**src/rtl/seq_pkg.sv**
```systemverilog
// Shared definitions for the LFSR-driven color sequence player.
// Provides the playback state encoding, the LFSR constants and small helpers
// for stepping the LFSR and decoding a one-hot color.
package seq_pkg;

  typedef enum logic [1:0] {
    StIdle = 2'd0,
    StShow = 2'd1,
    StGap  = 2'd2,
    StDone = 2'd3
  } state_e;

  localparam logic [15:0] LFSR_MASK  = 16'hB400;
  localparam logic [15:0] LFSR_SEED0 = 16'h0001;

  // One-hot color from a color index.
  function automatic logic [15:0] onehot(input logic [3:0] idx);
    return 16'h0001 << idx;
  endfunction

  // Galois right-shift step.
  function automatic logic [15:0] lfsr_next(input logic [15:0] s);
    return (s >> 1) ^ (s[0] ? LFSR_MASK : 16'h0000);
  endfunction

  // An all-zero state would lock the LFSR, so it is replaced on load.
  function automatic logic [15:0] seed_fix(input logic [15:0] s);
    return (s == 16'h0000) ? LFSR_SEED0 : s;
  endfunction

  // Color index taken from the low LFSR bits; m is NCORES-1.
  function automatic logic [3:0] sym_idx(input logic [15:0] s, input logic [3:0] m);
    return s[3:0] & m;
  endfunction

endpackage

```
**src/rtl/lfsr16.sv**
```systemverilog
// 16-bit Galois LFSR holding the sequence state.
// Ports:
//   clock  - rising-edge clock
//   reset  - synchronous active-high reset, state returns to LFSR_SEED0
//   load   - load seed (zero seed replaced by LFSR_SEED0); has priority over step
//   seed   - seed value
//   step   - advance the LFSR one step
//   estado - current LFSR state
module lfsr16
  import seq_pkg::*;
(
  input  logic        clock,
  input  logic        reset,
  input  logic        load,
  input  logic [15:0] seed,
  input  logic        step,
  output logic [15:0] estado
);

  logic [15:0] estado_q;

  always_ff @(posedge clock) begin
    if (reset) begin
      estado_q <= LFSR_SEED0;
    end else if (load) begin
      estado_q <= seed_fix(seed);
    end else if (step) begin
      estado_q <= lfsr_next(estado_q);
    end
  end

  assign estado = estado_q;

endmodule

```
**src/rtl/seq_lfsr_player.sv**
```systemverilog
// Color sequence player for the Genius game: generates the one-hot color
// sequence from a seeded 16-bit LFSR and plays it back, timed or stepped.
// Ports:
//   clock, reset   - rising-edge clock, synchronous active-high reset
//   seed           - LFSR seed, latched on accepted start
//   nivel          - sequence length (clamped to MAXLEN), latched on start
//   modo           - 0 timed playback, 1 step mode; latched on start
//   start          - begin playback (only accepted in idle)
//   proximo        - step mode: advance to next symbol
//   parar          - abort playback
//   saida          - one-hot current color, 0 when dark
//   valido         - saida holds a sequence symbol
//   indice         - 0-based index of current symbol
//   ocupado        - playback in progress
//   fim            - one-cycle pulse when the sequence completes
module seq_lfsr_player
  import seq_pkg::*;
#(
  parameter int unsigned NCORES = 4,
  parameter int unsigned MAXLEN = 16,
  parameter int unsigned HOLD   = 8,
  parameter int unsigned GAP    = 2
) (
  input  logic                          clock,
  input  logic                          reset,
  input  logic [15:0]                   seed,
  input  logic [$clog2(MAXLEN+1)-1:0]   nivel,
  input  logic                          modo,
  input  logic                          start,
  input  logic                          proximo,
  input  logic                          parar,
  output logic [NCORES-1:0]             saida,
  output logic                          valido,
  output logic [$clog2(MAXLEN)-1:0]     indice,
  output logic                          ocupado,
  output logic                          fim
);

  localparam int unsigned LW   = $clog2(MAXLEN + 1);
  localparam int unsigned IW   = $clog2(MAXLEN);
  localparam int unsigned TMAX = (HOLD > GAP) ? HOLD : GAP;
  localparam int unsigned CW   = (TMAX > 1) ? $clog2(TMAX) : 1;

  state_e            state_q, state_d;
  logic [LW-1:0]     nivel_q, nivel_d, nivel_cl;
  logic              modo_q, modo_d;
  logic [IW-1:0]     idx_q, idx_d;
  logic [CW-1:0]     cnt_q, cnt_d;
  logic              lfsr_load, lfsr_step;
  logic [15:0]       lfsr_q, lfsr_nxt;
  logic              is_last;

  logic [NCORES-1:0] saida_q, saida_d;
  logic              valido_q, valido_d;
  logic [IW-1:0]     indice_q, indice_d;
  logic              ocupado_q, ocupado_d;
  logic              fim_q, fim_d;

  lfsr16 u_lfsr (
    .clock  (clock),
    .reset  (reset),
    .load   (lfsr_load),
    .seed   (seed),
    .step   (lfsr_step),
    .estado (lfsr_q)
  );

  assign nivel_cl = (nivel > LW'(MAXLEN)) ? LW'(MAXLEN) : nivel;
  assign is_last  = ((LW'(idx_q) + LW'(1)) == nivel_q);

  always_comb begin
    state_d   = state_q;
    nivel_d   = nivel_q;
    modo_d    = modo_q;
    idx_d     = idx_q;
    cnt_d     = cnt_q;
    lfsr_load = 1'b0;
    lfsr_step = 1'b0;

    unique case (state_q)
      StIdle: begin
        if (start && !parar) begin
          lfsr_load = 1'b1;
          nivel_d   = nivel_cl;
          modo_d    = modo;
          idx_d     = '0;
          cnt_d     = '0;
          state_d   = (nivel_cl == '0) ? StDone : StShow;
        end
      end
      StShow: begin
        if (modo_q) begin
          if (proximo) begin
            lfsr_step = 1'b1;
            if (is_last) begin
              state_d = StDone;
            end else begin
              idx_d = idx_q + IW'(1);
            end
          end
        end else if (cnt_q == CW'(HOLD - 1)) begin
          lfsr_step = 1'b1;
          cnt_d     = '0;
          if (GAP != 0) begin
            state_d = StGap;
          end else if (is_last) begin
            state_d = StDone;
          end else begin
            idx_d = idx_q + IW'(1);
          end
        end else begin
          cnt_d = cnt_q + CW'(1);
        end
      end
      StGap: begin
        if (cnt_q == CW'(GAP - 1)) begin
          cnt_d = '0;
          if (is_last) begin
            state_d = StDone;
          end else begin
            state_d = StShow;
            idx_d   = idx_q + IW'(1);
          end
        end else begin
          cnt_d = cnt_q + CW'(1);
        end
      end
      StDone: begin
        state_d = StIdle;
      end
      default: begin
        state_d = StIdle;
      end
    endcase

    // Abort overrides any advance or step decided above.
    if (parar && (state_q != StIdle)) begin
      state_d   = StIdle;
      idx_d     = '0;
      cnt_d     = '0;
      lfsr_step = 1'b0;
    end
  end

  // Mirror of the LFSR update so the registered outputs track the new symbol.
  assign lfsr_nxt = lfsr_load ? seed_fix(seed) :
                    lfsr_step ? lfsr_next(lfsr_q) : lfsr_q;

  always_comb begin
    saida_d   = '0;
    valido_d  = 1'b0;
    indice_d  = '0;
    ocupado_d = 1'b0;
    fim_d     = 1'b0;
    unique case (state_d)
      StShow: begin
        saida_d   = NCORES'(onehot(sym_idx(lfsr_nxt, 4'(NCORES - 1))));
        valido_d  = 1'b1;
        indice_d  = idx_d;
        ocupado_d = 1'b1;
      end
      StGap: begin
        indice_d  = idx_d;
        ocupado_d = 1'b1;
      end
      StDone: begin
        fim_d = 1'b1;
      end
      default: begin
      end
    endcase
  end

  always_ff @(posedge clock) begin
    if (reset) begin
      state_q   <= StIdle;
      nivel_q   <= '0;
      modo_q    <= 1'b0;
      idx_q     <= '0;
      cnt_q     <= '0;
      saida_q   <= '0;
      valido_q  <= 1'b0;
      indice_q  <= '0;
      ocupado_q <= 1'b0;
      fim_q     <= 1'b0;
    end else begin
      state_q   <= state_d;
      nivel_q   <= nivel_d;
      modo_q    <= modo_d;
      idx_q     <= idx_d;
      cnt_q     <= cnt_d;
      saida_q   <= saida_d;
      valido_q  <= valido_d;
      indice_q  <= indice_d;
      ocupado_q <= ocupado_d;
      fim_q     <= fim_d;
    end
  end

  assign saida   = saida_q;
  assign valido  = valido_q;
  assign indice  = indice_q;
  assign ocupado = ocupado_q;
  assign fim     = fim_q;

endmodule

```
**config.mk**
```make
export PLATFORM = sky130hd
export DESIGN_NAME = seq_lfsr_player
export DESIGN_NICKNAME = d
export VERILOG_FILES = /design/src/rtl/seq_pkg.sv /design/src/rtl/lfsr16.sv /design/src/rtl/seq_lfsr_player.sv
export SDC_FILE = /design/constraint.sdc
export NUM_CORES = 1
export LEC_CHECK = 0
export CAP_MARGIN = 25
export CORE_ASPECT_RATIO = 1.4
export CORE_MARGIN = 5
export CORE_UTILIZATION = 53
export DETAILED_ROUTE_END_ITERATION = 8
export PLACE_DENSITY = 0.78
export SETUP_SLACK_MARGIN = 0.5
export SLEW_MARGIN = 0
export SYNTH_ARGS = -nofsm -noshare
export SYNTH_HDL_FRONTEND = slang
export SYNTH_SLANG_ARGS = --single-unit
export TNS_END_PERCENT = 20
```
**constraint.sdc**
```tcl
create_clock -name clock -period 4 [get_ports clock]
set_input_delay 0.4 -clock clock [delete_from_list [all_inputs] [get_ports clock]]
set_output_delay 0.4 -clock clock [all_outputs]
set_load 0.005 [all_outputs]
```
Word-level counts from Yosys, hierarchy flattened
Cells that the tools add are included.

Add/subtract/negate cells: 3. Muxes and demuxes: 37. $lt $le $gt $ge: 1. Bitwise gates (word level): 3. Eq/ne operators: 11. Shift-type cells: 1. Reduce and logical (&&, ||, !) cells: 15.

Operators with widths (number): 16-bit 2-to-1 mux (4); 4-bit 2-to-1 mux (6); 2-bit 2-to-1 mux (9); 16-bit logical NOT (1); 15-bit by 16-bit XOR with 16-bit output (1); 3-bit 2-to-1 mux (4); 4-bit one-hot mux with 3 select lines (1); 1-bit 2-to-1 mux (10); 3-bit one-hot mux with 3 select lines (1); 2-bit equality test (second input constant) (4); 2-bit one-hot mux with 4 select lines (1); 2-bit OR reduction (4); 4-bit by 1-bit adder with 5-bit output (second input constant) (1); 5-bit equality test (1); 5-bit greater-than comparator (second input constant) (1); 5-bit logical NOT (1); 5-bit 2-to-1 mux (1); 4-bit by 1-bit adder with 4-bit output (second input constant) (1); 2-bit by 1-bit equality test with 1-bit output (second input constant) (2); 2-bit inequality test (second input constant) (2); 2-bit nonzero test (2); 1-bit by 2-bit << shifter with 4-bit output (first input constant) (1); 3-bit by 1-bit adder with 3-bit output (second input constant) (1); 3-bit by 1-bit equality test with 1-bit output (second input constant) (1); other kinds (8) (10).

Word-level logic and storage cells: 83. Output and inout bits: 11. Bits in registers: 42. Input port bits: 27.

Depth between registers and ports, before layout
Gate-level depths: netlist of run 1.

Depth after elaboration: 11. Depth in mapped cells: 12.

By module
A second synthesis of run 1 with hierarchy kept.

Cell total of the unflattened synthesis: 276. Area total of the unflattened synthesis: 2531.2 um2.

By module, submodules not included: seq_lfsr_player (cells an instance 194, area each 1736.7 um2, instances 1, seq. area each 520.5 um2); lfsr16 (cells an instance 82, area each 794.5 um2, instances 1, seq. area each 320.3 um2).

Least setup slack after synthesis of run 1
Ideal clock, no wire load.

Path type: flip-flop to flip-flop. Start point: register idx_q[0]. End point: register indice_q[1] (netlist: indice[1]). Library setup time: 0.086 ns. Slack: 1.585 ns. Clock period less this slack: 2.415 ns. Arrival time: 2.330 ns. Data required time: 3.914 ns. Buffers on the path: 0. Stages on the path, launching flop included: 10. Path through: dfxtp_1 ha_1 xnor2_1 o211ai_1 a211o_4 nor3_4 o31ai_1 ha_1 or2_2 a211oi_1.

Cells in the longest elaborated chain, start to end: 11.

RTL lines: start: declaration (RTL line seq_lfsr_player.sv:47) `logic [IW-1:0] idx_q, idx_d;`; start signal: assignment (RTL line seq_lfsr_player.sv:190) `idx_q <= idx_d;`; 4-bit by 1-bit adder with 5-bit output (RTL line seq_lfsr_player.sv:69) `assign is_last = ((LW'(idx_q) + LW'(1)) == nivel_q);`; 5-bit equality test (RTL line seq_lfsr_player.sv:69); 2-bit 2-to-1 mux (RTL line seq_lfsr_player.sv:95) `if (is_last) begin`; 2-bit 2-to-1 mux (RTL line seq_lfsr_player.sv:93) `if (proximo) begin`; 2-bit 2-to-1 mux (RTL line seq_lfsr_player.sv:92) `if (modo_q) begin`; 2-bit one-hot mux with 4 select lines (RTL line seq_lfsr_player.sv:80) `unique case (state_q)`; 2-bit 2-to-1 mux (RTL line seq_lfsr_player.sv:137) `if (parar && (state_q != StIdle)) begin`; 2-bit equality test / 2-bit by 1-bit equality test with 1-bit output (equally long branches) (RTL line seq_lfsr_player.sv:155) `unique case (state_d)`; 2-bit OR reduction (no source line); 1-bit inverter (no source line); 2-bit OR reduction (no source line); end signal: assignment (RTL line seq_lfsr_player.sv:194) `indice_q <= indice_d;`; end: declaration (RTL line seq_lfsr_player.sv:55) `logic [IW-1:0] indice_q, indice_d;`.

Parallel ways exist; a longest one is shown, timed or not. A chain may end at the register's enable or synchronous reset.

Final worst setup path of run 1
Same ends and word-level chain as after synthesis.

==> reports/metrics.cfg, run 1 <==
[outcome]
status = finished clean

[cts]
cts_sinks = 42
numCtsBuffers = 5
cts.repair.resized = 0
root_buffer = clkbuf_8
cts-hold-fix-buffers = 0
cts_tree = done
clk_path_buf_depth = 2
clkLatencyLatePin_ps = 290
clk_pin_slew_ps = 80
postCtsSetupRepairBufs = 0
h-tree-depth = 2

[placement]
detailed_place.area_sq_um = 2660
gp_congestion = 0.939
dp_hpwl_um = 3920
placedCellCount = 331
io_buffers = 37

[floorplan]
fp.coreArea_sq_um = 4200
ios = 38
initial_utilization_pct = 54.2
core.rowCount = 28
die_area_sq_um = 5730
die_w_um = 65.4
die-height_um = 87.6

[grt]
grt_pass1_vias = 1919
track_usage_pct = 18.6
antenna_found_initial = 0
grt_pass1_wl_um = 8500
grt_max_degree = 37
grt_remaining_overflow = 0

[yosys]
muxShareOfSynthArea_pct = 7.30
ys_seq_elements = 42
yosys.area.top_type = dfxtp_1
ys.flop_type = dfxtp_1
syn_nets = 297
syn_avg_cell_area_sq_um = 8.84
synth_edf_count = 0
synth-xor-area-share_pct = 3.07
synth_cell_type_count = 53
yosys-top-cells-count = dfxtp_1 (42), nor2_1 (32), a21oi_1 (24)
synth_cells = 258
yosysMostFrequentCell = dfxtp_1
synth_compound_area_share_pct = 22.3
yosys.area_share.simple_pct = 19.2
synth_warnings = 0
synth_top_family_by_area = compound AO/OA/AOI/OAI gates
syn_area_sq_um = 2280
synth_top_area_share_pct = 36.9
async_flop_share_pct = 0
synthTopCellsByArea = dfxtp_1 (37%), ha_1 (6.6%), a21oi_1 (5.3%)
yosysSeqAreaShare_pct = 36.9
yosys.area_share.adder_pct = 6.59

[timing]
timing.setup.tns_ps = 0
setup_viol = 0
skew_ps = 3.85
worst_pin_slew_ps = 779
post-route-period-util_pct = 66.9
max_freq_mhz = 373
slew_headroom_pct = 46.7
final_max_slew_viol_count = 0
hold_violations = 0
rsz0062_at_grt = no
min_period_ps = 2680

[critical_path]
arrival_ps = 2880
max_stage_delay_ps = 400
r2r_cells = 9
cp_slowest_cell = dfxtp_1
critPathCapture = indice[1]
cp-start-kind = flip-flop
r2r-start = idx_q[0]
path_class = reg -> reg
crit_family = compound AO/OA/AOI/OAI gates
path_buf_inv = 0
r2r-end = indice[1]
path_common_cell = ha_1
worstSetupEndpointType = flip-flop
path_cells = ha_1 -> nor2b_1 -> o21bai_1 -> a211o_4 -> nor3_4 -> o31ai_1 -> ha_1 -> or2_2 -> a211oi_1
required_ps = 4210
ff2ff_setup_slack_ps = 1320
cp_max_fo = 5
crit_cells = 9
cp-startpoint = idx_q[0]

[power_and_ir_drop]
internal_power_uw = 693
p_leak_nw = 1.11
switching_share_pct = 29.8
p_sw_uw = 294
p_clk_share_pct = 28.5
powerDensity_nw_per_um2 = 358
power.share.sequential_pct = 47.2
ir_worst_vdd_uv = 195
pwr-share-comb_pct = 24.3

[route]
drtIter0Drc = 105
firstDrtPassIters = 4
drcViolationCount = 0
ant_nets = 0
avgViaCountPerCell = 5.77
drt-total-wl_um = 5080
vias = 1955
post_drt_wl_per_cell_um = 15.0

[layout]
diodes = 0
nNetsFinal = 332
fin_cells = 339
fin_area_sq_um = 2750
drive_gt1_share_pct = 8.50
final_util_pct = 65.4
fill_cells = 364
synthToLayoutAreaGrowth_pct = 20.7

[min_path]
hold_class = reg -> reg

[job]
cap_violations = 0

[state kept, by name, summed over array words and instances, names as in the netlist]
| name | count |
|---|---|
| saida | 4 |
| u_lfsr.estado | 16 |
| state_q | 2 |
| ocupado | 1 |
| cnt_q | 3 |
| modo_q | 1 |
| idx_q | 4 |
| valido | 1 |
| nivel_q | 5 |
| indice | 4 |
| fim | 1 |
[power groups by stage]
| stage | registers, mW | clock network, mW | logic, mW |
|---|---|---|---|
| after floorplan | 0.472 | 0 | 0.158 |
| after global placement | 0.475 | 0 | 0.234 |
| after detailed placement | 0.476 | 0 | 0.239 |
| after CTS | 0.466 | 0.291 | 0.240 |
| after global routing | 0.470 | 0.309 | 0.265 |
| final | 0.465 | 0.281 | 0.239 |
[per-stage QoR]
step | power (mW) | setup WS [ps] | hold WS, ps
final | 0.986 | 1320 | 491
after CTS | 0.997 | 1300 | 493
after global placement | 0.709 | 1400 | 472
after floorplan | 0.630 | 1580 | 455
after detailed placement | 0.715 | 1320 | 479
after global routing | 1.04 | 1140 | 520
[placed cells by master (no fill, tap or decap), drive strengths merged, types with 2 or more instances in the layout]
cell / instances
a2111oi: 2
clkbuf: 6
mux2i: 11
a21o: 2
o211ai: 5
nand2: 15
ha: 12
nor2: 33
mux2: 5
or2: 2
xnor2: 3
a21oi: 24
nor3b: 3
o22ai: 2
nand2b: 4
a211oi: 14
nor3: 4
nor2b: 4
clkdlybuf4s50: 37
nor4: 7
nand3: 3
and3: 2
dfxtp: 42
a22oi: 5
inv: 13
xor2: 5
o21ai: 8
[final cells by class]
class	instances	area (sq um)	share of cell area, %
Clock buffer	6	82.6	3.00
Clock inverter	2	12.5	0.455
Inverter	13	48.8	1.77
Multi-Input combinational cell	193	1330	48.4
Sequential cell	42	841	30.6
Tap cell	45	56.3	2.05
Timing Repair Buffer	38	378	13.7
[worst register-to-register path, delay by kind of cell (launching register included)]
| family | cells | cell delay (ps) |
|---|---|---|
| flops | 1 | 400 |
| simple gates | 3 | 770 |
| compound gates | 4 | 840 |
| fa+ha+maj | 2 | 590 |
[worst min-delay path by stage]
stage / start / slack (ps) / cells after the start / to
floorplan: nivel_q[4] / 460 / 2 / nivel_q[4]
global placement: nivel_q[4] / 470 / 2 / nivel_q[4]
detailed placement: nivel_q[4] / 480 / 2 / nivel_q[4]
CTS: nivel_q[4] / 490 / 2 / nivel_q[4]
global route: nivel_q[4] / 520 / 2 / nivel_q[4]
finish: nivel_q[4] / 490 / 2 / nivel_q[4]
[kinds of logic after synthesis]
family          Yosys count
mux                      16
fa+ha+maj                12
xor+xnor                  8
simple gates             85
buf+inv                  23
flops                    42
compound gates           72
[metal layers]
| layer | track usage (%) | up-vias | part of all wire [%] |
|---|---|---|---|
| met1 | 20.8 | 910 | 42 |
| met5 | 0 | - | 0 |
| met2 | 34.7 | 35 | 53 |
| met4 | 6.79 | 0 | 1.7 |
| met3 | 3.34 | 8 | 3.7 |
| li1 | - | 1002 | - |
(Power assumes the default switching activity.)
==> run 2, diff against run 1 <==
==> constraint.sdc (replaced) <==
create_clock -name clock -period 2.7 [get_ports clock]
set_input_delay 0.27 -clock clock [delete_from_list [all_inputs] [get_ports clock]]
set_output_delay 0.27 -clock clock [all_outputs]
set_load 0.005 [all_outputs]
==> reports/metrics.cfg, run 2 (synthesized netlist as in run 1, its figures left out) <==
[min_path]
hold_start = nivel_q[4]  ; unchanged
holdPathEnd = nivel_q[4]  ; unchanged
hold-path-cell-count = 2  ; unchanged
hold_class = reg -> reg  ; unchanged

[critical_path]
worstSetupEndpointType = flip-flop  ; unchanged
r2r-start = idx_q[1]  ; was idx_q[0]
r2r_cells = 10  ; was 9
required_ps = 2930  ; was 4210 ps
ff2ff_setup_slack_ps = 330  ; was 1320 ps
r2r-end = indice[1]  ; unchanged
path_class = reg -> reg  ; unchanged
arrival_ps = 2600  ; was 2880 ps
cp_max_fo = 4  ; was 5
cp-start-kind = flip-flop  ; unchanged
max_stage_delay_ps = 360  ; was 400 ps
path_cells = ha_4 -> xnor2_2 -> o211ai_1 -> buf_4 -> a211oi_4 -> nand2_2 -> a21oi_2 -> ha_1 -> or2_4 -> a211oi_2  ; was ha_1 -> nor2b_1 -> o21bai_1 -> a211o_4 -> nor3_4 -> o31ai_1 -> ha_1 -> or2_2 -> a211oi_1
cp_slowest_cell = dfxtp_4  ; was dfxtp_1

[layout]
fin_area_sq_um = 3010  ; was 2750 sq um
diodes = 0  ; unchanged
regArea_sq_um = 850  ; was 841 sq um
fill_cells = 322  ; was 364
fin_cells = 355  ; was 339
nNetsFinal = 348  ; was 332
drive_gt1_share_pct = 19.0  ; was 8.50%
final_util_pct = 71.7  ; was 65.4%
final_common_cell = dfxtp_1  ; unchanged
largest_reg_flops = 16  ; unchanged
multiInputGateArea_sq_um = 1420  ; was 1330 sq um
synthToLayoutAreaGrowth_pct = 32.2  ; was 20.7%
final_cell_mix = dfxtp_1 (39), clkdlybuf4s50_1 (37), nor2_1 (30)  ; was dfxtp_1 (42), clkdlybuf4s50_1 (37), nor2_1 (32)

[route]
avgViaCountPerCell = 5.88  ; was 5.77
ant_nets = 0  ; unchanged
vias = 2089  ; was 1955
drcViolationCount = 0  ; unchanged
post_drt_wl_per_cell_um = 15.8  ; was 15.0 um
firstDrtPassIters = 4  ; unchanged
drtIter0Drc = 111  ; was 105
drt-total-wl_um = 5620  ; was 5080 um

[placement]
io_buffers = 37  ; unchanged
placedCellCount = 335  ; was 331
dp_hpwl_um = 4080  ; was 3920 um
gp_congestion = 0.918  ; was 0.939
detailed_place.area_sq_um = 2700  ; was 2660 sq um

[grt]
grt_pass1_vias = 2061  ; was 1919
track_usage_pct = 20.3  ; was 18.6%
grt_remaining_overflow = 0  ; unchanged
grt_max_degree = 26  ; was 37
grt_pass1_wl_um = 9070  ; was 8500 um
antenna_found_initial = 0  ; unchanged

[outcome]
status = finished clean  ; unchanged

[cts]
cts_sinks = 42  ; unchanged
cts_tree = done  ; unchanged
root_buffer = clkbuf_8  ; unchanged
numCtsBuffers = 5  ; unchanged
clk_pin_slew_ps = 80  ; about the same
clk_path_buf_depth = 2  ; unchanged
h-tree-depth = 2  ; unchanged
clkLatencyLatePin_ps = 300  ; was 290 ps

[timing]
skew_ps = 3.66  ; was 3.85 ps
slew_headroom_pct = 68.9  ; was 46.7%
min_period_ps = 2370  ; was 2680 ps
timing.setup.tns_ps = 0  ; unchanged
max_freq_mhz = 422  ; was 373 MHz
setup_viol = 0  ; unchanged
worst_pin_slew_ps = 465  ; was 779 ps
hold_violations = 0  ; unchanged
final_max_slew_viol_count = 0  ; unchanged
post-route-period-util_pct = 87.8  ; was 66.9%
hold_ws_ps = 496  ; was 491 ps
rsz0062_at_grt = yes  ; was no

[job]
cap_violations = 0  ; unchanged

[floorplan]
die_area_sq_um = 5730  ; unchanged
ios = 38  ; unchanged
fp.coreArea_sq_um = 4200  ; unchanged
die-height_um = 87.6  ; unchanged
core.rowCount = 28  ; unchanged
die_w_um = 65.4  ; unchanged
initial_utilization_pct = 54.2  ; unchanged

[power_and_ir_drop]
p_leak_nw = 1.23  ; was 1.11 nW
ir_worst_vdd_uv = 365  ; was 195 uV
powerDensity_nw_per_um2 = 561  ; was 358 nW/um^2

## run 2: final cells by class
| type | instances | area share (%) |
|---|---|---|
| inverter | 13 | 1.62 |
| tap | 45 | 1.87 |
| multi-input combinational | 193 | 47.2 |
| sequential | 42 | 28.2 |
| clock inverter | 3 | 2.28 |
| clock buffer | 5 | 2.28 |
| timing repair buffer | 54 | 16.5 |
## run 2: per-layer routing
layer / vias to the layer above / part of all wire [%] / GRT usage (%)
met1: 991 / 43 / 22.4
met5: - / 0 / 0
met4: 0 / 2.3 / 9.81
li1: 1037 / - / -
met3: 12 / 3.4 / 4.11
met2: 49 / 52 / 36.9
## run 2: where the power goes
group / internal [mW] / switching [mW]
clock: 0.370 / 0.228
combinational: 0.191 / 0.214
sequential: 0.661 / 0.0277
## run 2: worst max-delay path by stage
stage	start	to	slack (ps)
3_5_place_dp	nivel[4]	indice[1]	230
3_3_place_gp	nivel[1]	indice[1]	290
4_1_cts	idx_q[0]	indice[1]	410
5_1_grt	idx_q[1]	indice[1]	240
6_report	idx_q[1]	indice[1]	330
2_1_floorplan	idx_q[0]	indice[1]	510
## run 2: what timing repair did
action	CTS	global route
pin swaps	5	5
setup buffers	6	6
gates resized for setup	15	7
setup endpoints to repair	8	17
hold buffers	0	0
## run 2: stage by stage
step | power [mW] | setup slack [ps]
2_1_floorplan | 0.936 | 512
3_3_place_gp | 1.07 | 288
3_5_place_dp | 1.07 | 235
4_1_cts | 1.68 | 415
5_1_grt | 1.79 | 236
6_report | 1.69 | 330
## run 2: critical path, delay by kind of cell, from the launching register on
family | cells | cell delay (ps)
AO/OA/AOI/OAI | 4 | 730
adder cells (fa/ha/maj) | 2 | 560
flip-flops | 1 | 360
AND/OR/NAND/NOR | 2 | 360
buffers and inverters | 1 | 180
XOR/XNOR | 1 | 100
==> run 3, diff against run 2 <==
--- a/config.mk
+++ b/config.mk
@@ -8,9 +8,10 @@
 export CAP_MARGIN = 25
 export CORE_ASPECT_RATIO = 1.4
 export CORE_MARGIN = 5
-export CORE_UTILIZATION = 53
+export CORE_UTILIZATION = 45
+export CTS_CLUSTER_DIAMETER = 120
 export DETAILED_ROUTE_END_ITERATION = 8
-export PLACE_DENSITY = 0.78
+export PLACE_DENSITY = 0.67
 export SETUP_SLACK_MARGIN = 0.5
 export SLEW_MARGIN = 0
 export SYNTH_ARGS = -nofsm -noshare
==> reports/metrics.cfg, run 3 (synthesized netlist as in run 1, its figures left out) <==
[outcome]
status = finished clean  ; unchanged

[timing]
hold_ws_ps = 498  ; was 496 ps
setup_viol = 0  ; unchanged
final_max_slew_viol_count = 0  ; unchanged
timing.setup.tns_ps = 0  ; unchanged
worst_pin_slew_ps = 470  ; was 465 ps
post-route-period-util_pct = 83.1  ; was 87.8%
min_period_ps = 2240  ; was 2370 ps
max_freq_mhz = 446  ; was 422 MHz
skew_ps = 8.63  ; was 3.66 ps
rsz0062_at_grt = yes  ; unchanged
hold_violations = 0  ; unchanged
slew_headroom_pct = 68.5  ; was 68.9%

[route]
avgViaCountPerCell = 5.51  ; was 5.88
post_drt_wl_per_cell_um = 15.7  ; was 15.8 um
vias = 2034  ; was 2089
drtIter0Drc = 95  ; was 111
ant_nets = 0  ; unchanged
drt-total-wl_um = 5790  ; was 5620 um
firstDrtPassIters = 4  ; unchanged
drcViolationCount = 0  ; unchanged

[power_and_ir_drop]
p_sw_uw = 466  ; was 469 uW
pwr-share-comb_pct = 25.6  ; was 23.9%
fin_total_pwr_mw = 1.60  ; was 1.69 mW
power.share.sequential_pct = 43.2  ; was 40.7%
p_clk_share_pct = 31.2  ; was 35.4%
internal_power_mw = 1.13  ; was 1.22 mW
switching_share_pct = 29.2  ; was 27.7%
p_leak_nw = 1.18  ; was 1.23 nW
ir_worst_vdd_uv = 473  ; was 365 uV
powerDensity_nw_per_um2 = 537  ; was 561 nW/um^2

[floorplan]
die_area_sq_um = 6610  ; was 5730 sq um
fp.coreArea_sq_um = 4880  ; was 4200 sq um
initial_utilization_pct = 46.7  ; was 54.2%
die_w_um = 70.2  ; was 65.4 um
ios = 38  ; unchanged
die-height_um = 94.2  ; was 87.6 um
core.rowCount = 30  ; was 28

[min_path]
hold-path-cell-count = 2  ; unchanged
hold_class = reg -> reg  ; unchanged
hold_start = nivel_q[4]  ; unchanged

[critical_path]
cp_max_fo = 4  ; unchanged
r2r-end = indice[1]  ; unchanged
r2r_cells = 9  ; was 10
path_class = reg -> reg  ; unchanged
r2r-start = idx_q[1]  ; unchanged
cp-startpoint = idx_q[1]  ; unchanged
arrival_ps = 2470  ; was 2600 ps
worstSetupEndpointType = flip-flop  ; unchanged
cp-start-kind = flip-flop  ; unchanged
ff2ff_setup_slack_ps = 460  ; was 330 ps
critPathCapture = indice[1]  ; unchanged
required_ps = 2920  ; was 2930 ps

[placement]
io_buffers = 37  ; unchanged
dp_hpwl_um = 4350  ; was 4080 um
gp_congestion = 0.859  ; was 0.918

[cts]
clk_path_buf_depth = 2  ; unchanged
numCtsBuffers = 5  ; unchanged
h-tree-depth = 2  ; unchanged
root_buffer = clkbuf_8  ; unchanged
clkLatencyLatePin_ps = 300  ; about the same
cts_tree = done  ; unchanged
cts_sinks = 42  ; unchanged
cts-hold-fix-buffers = 0  ; unchanged
clk_pin_slew_ps = 80  ; about the same

[layout]
largest_reg_flops = 16  ; unchanged
fill_cells = 460  ; was 322
synthToLayoutAreaGrowth_pct = 30.5  ; was 32.2%
drive_gt1_share_pct = 19.3  ; was 19.0%
final_cell_mix = dfxtp_1 (37), clkdlybuf4s50_1 (37), nor2_1 (29)  ; was dfxtp_1 (39), clkdlybuf4s50_1 (37), nor2_1 (30)
diodes = 0  ; unchanged
nNetsFinal = 343  ; was 348
final_util_pct = 61.0  ; was 71.7%

[grt]
track_usage_pct = 18.6  ; was 20.3%
grt_pass1_vias = 2139  ; was 2061
grt_remaining_overflow = 0  ; unchanged
grt_pass1_wl_um = 9700  ; was 9070 um
antenna_found_initial = 0  ; unchanged
grt_max_degree = 26  ; unchanged

[job]
cap_violations = 0  ; unchanged

[run 3: critical path, stage by stage (launching register included)]
cell and delay, ps:
dfxtp_4 360, ha_4 270, xnor2_2 100, o211ai_1 170
a211o_4 320, nor3_4 140, o31ai_2 80, ha_1 340
or2_4 270, a211oi_2 130
[run 3: cell type report]
cell class                 count  area (sq um)  area share (%)
clock buffer                   6          72.6            2.44
multi-input combinational    193          1420            47.9
timing repair buffer          49           460            15.5
tap                           64          80.1            2.69
clock inverter                 2          37.5            1.26
inverter                      13          48.8            1.64
sequential                    42           852            28.6
[run 3: repair_timing]
item	CTS	global route
pin swaps	5	4
endpoints found under the setup margin	11	16
resized for setup	16	10
setup buffers	5	2
[run 3: through the flow]
stage	instances	area [sq um]	worst slack [ps]
6_report	369	2980	457
3_5_place_dp	354	2730	199
5_1_grt	369	2980	318
3_3_place_gp	354	2730	293
2_1_floorplan	258	2300	512
4_1_cts	367	2930	373
[run 3: worst min path at each step]
| stage | end | slack [ps] |
|---|---|---|
| after floorplan | nivel_q[4] | 410 |
| after global placement | nivel_q[4] | 480 |
| after detailed placement | nivel_q[4] | 480 |
| after CTS | nivel_q[4] | 500 |
| after global routing | nivel_q[4] | 510 |
| final | nivel_q[4] | 500 |
[run 3: per-layer routing]
metal  up-vias  global-route usage (%)  part of all wire [%]
met5         -                       0                     0
met4         0                    10.4                   4.4
met3        19                    4.60                   3.4
met2        49                    33.9                    52
met1       945                    19.3                    41
li1       1021                       -                     -
[run 3: power by group through the flow]
stage / clock network (mW) / registers [mW] / logic [mW]
2_1_floorplan: 0 / 0.699 / 0.237
3_3_place_gp: 0 / 0.705 / 0.368
3_5_place_dp: 0 / 0.706 / 0.370
4_1_cts: 0.516 / 0.690 / 0.399
5_1_grt: 0.543 / 0.696 / 0.454
6_report: 0.499 / 0.690 / 0.410
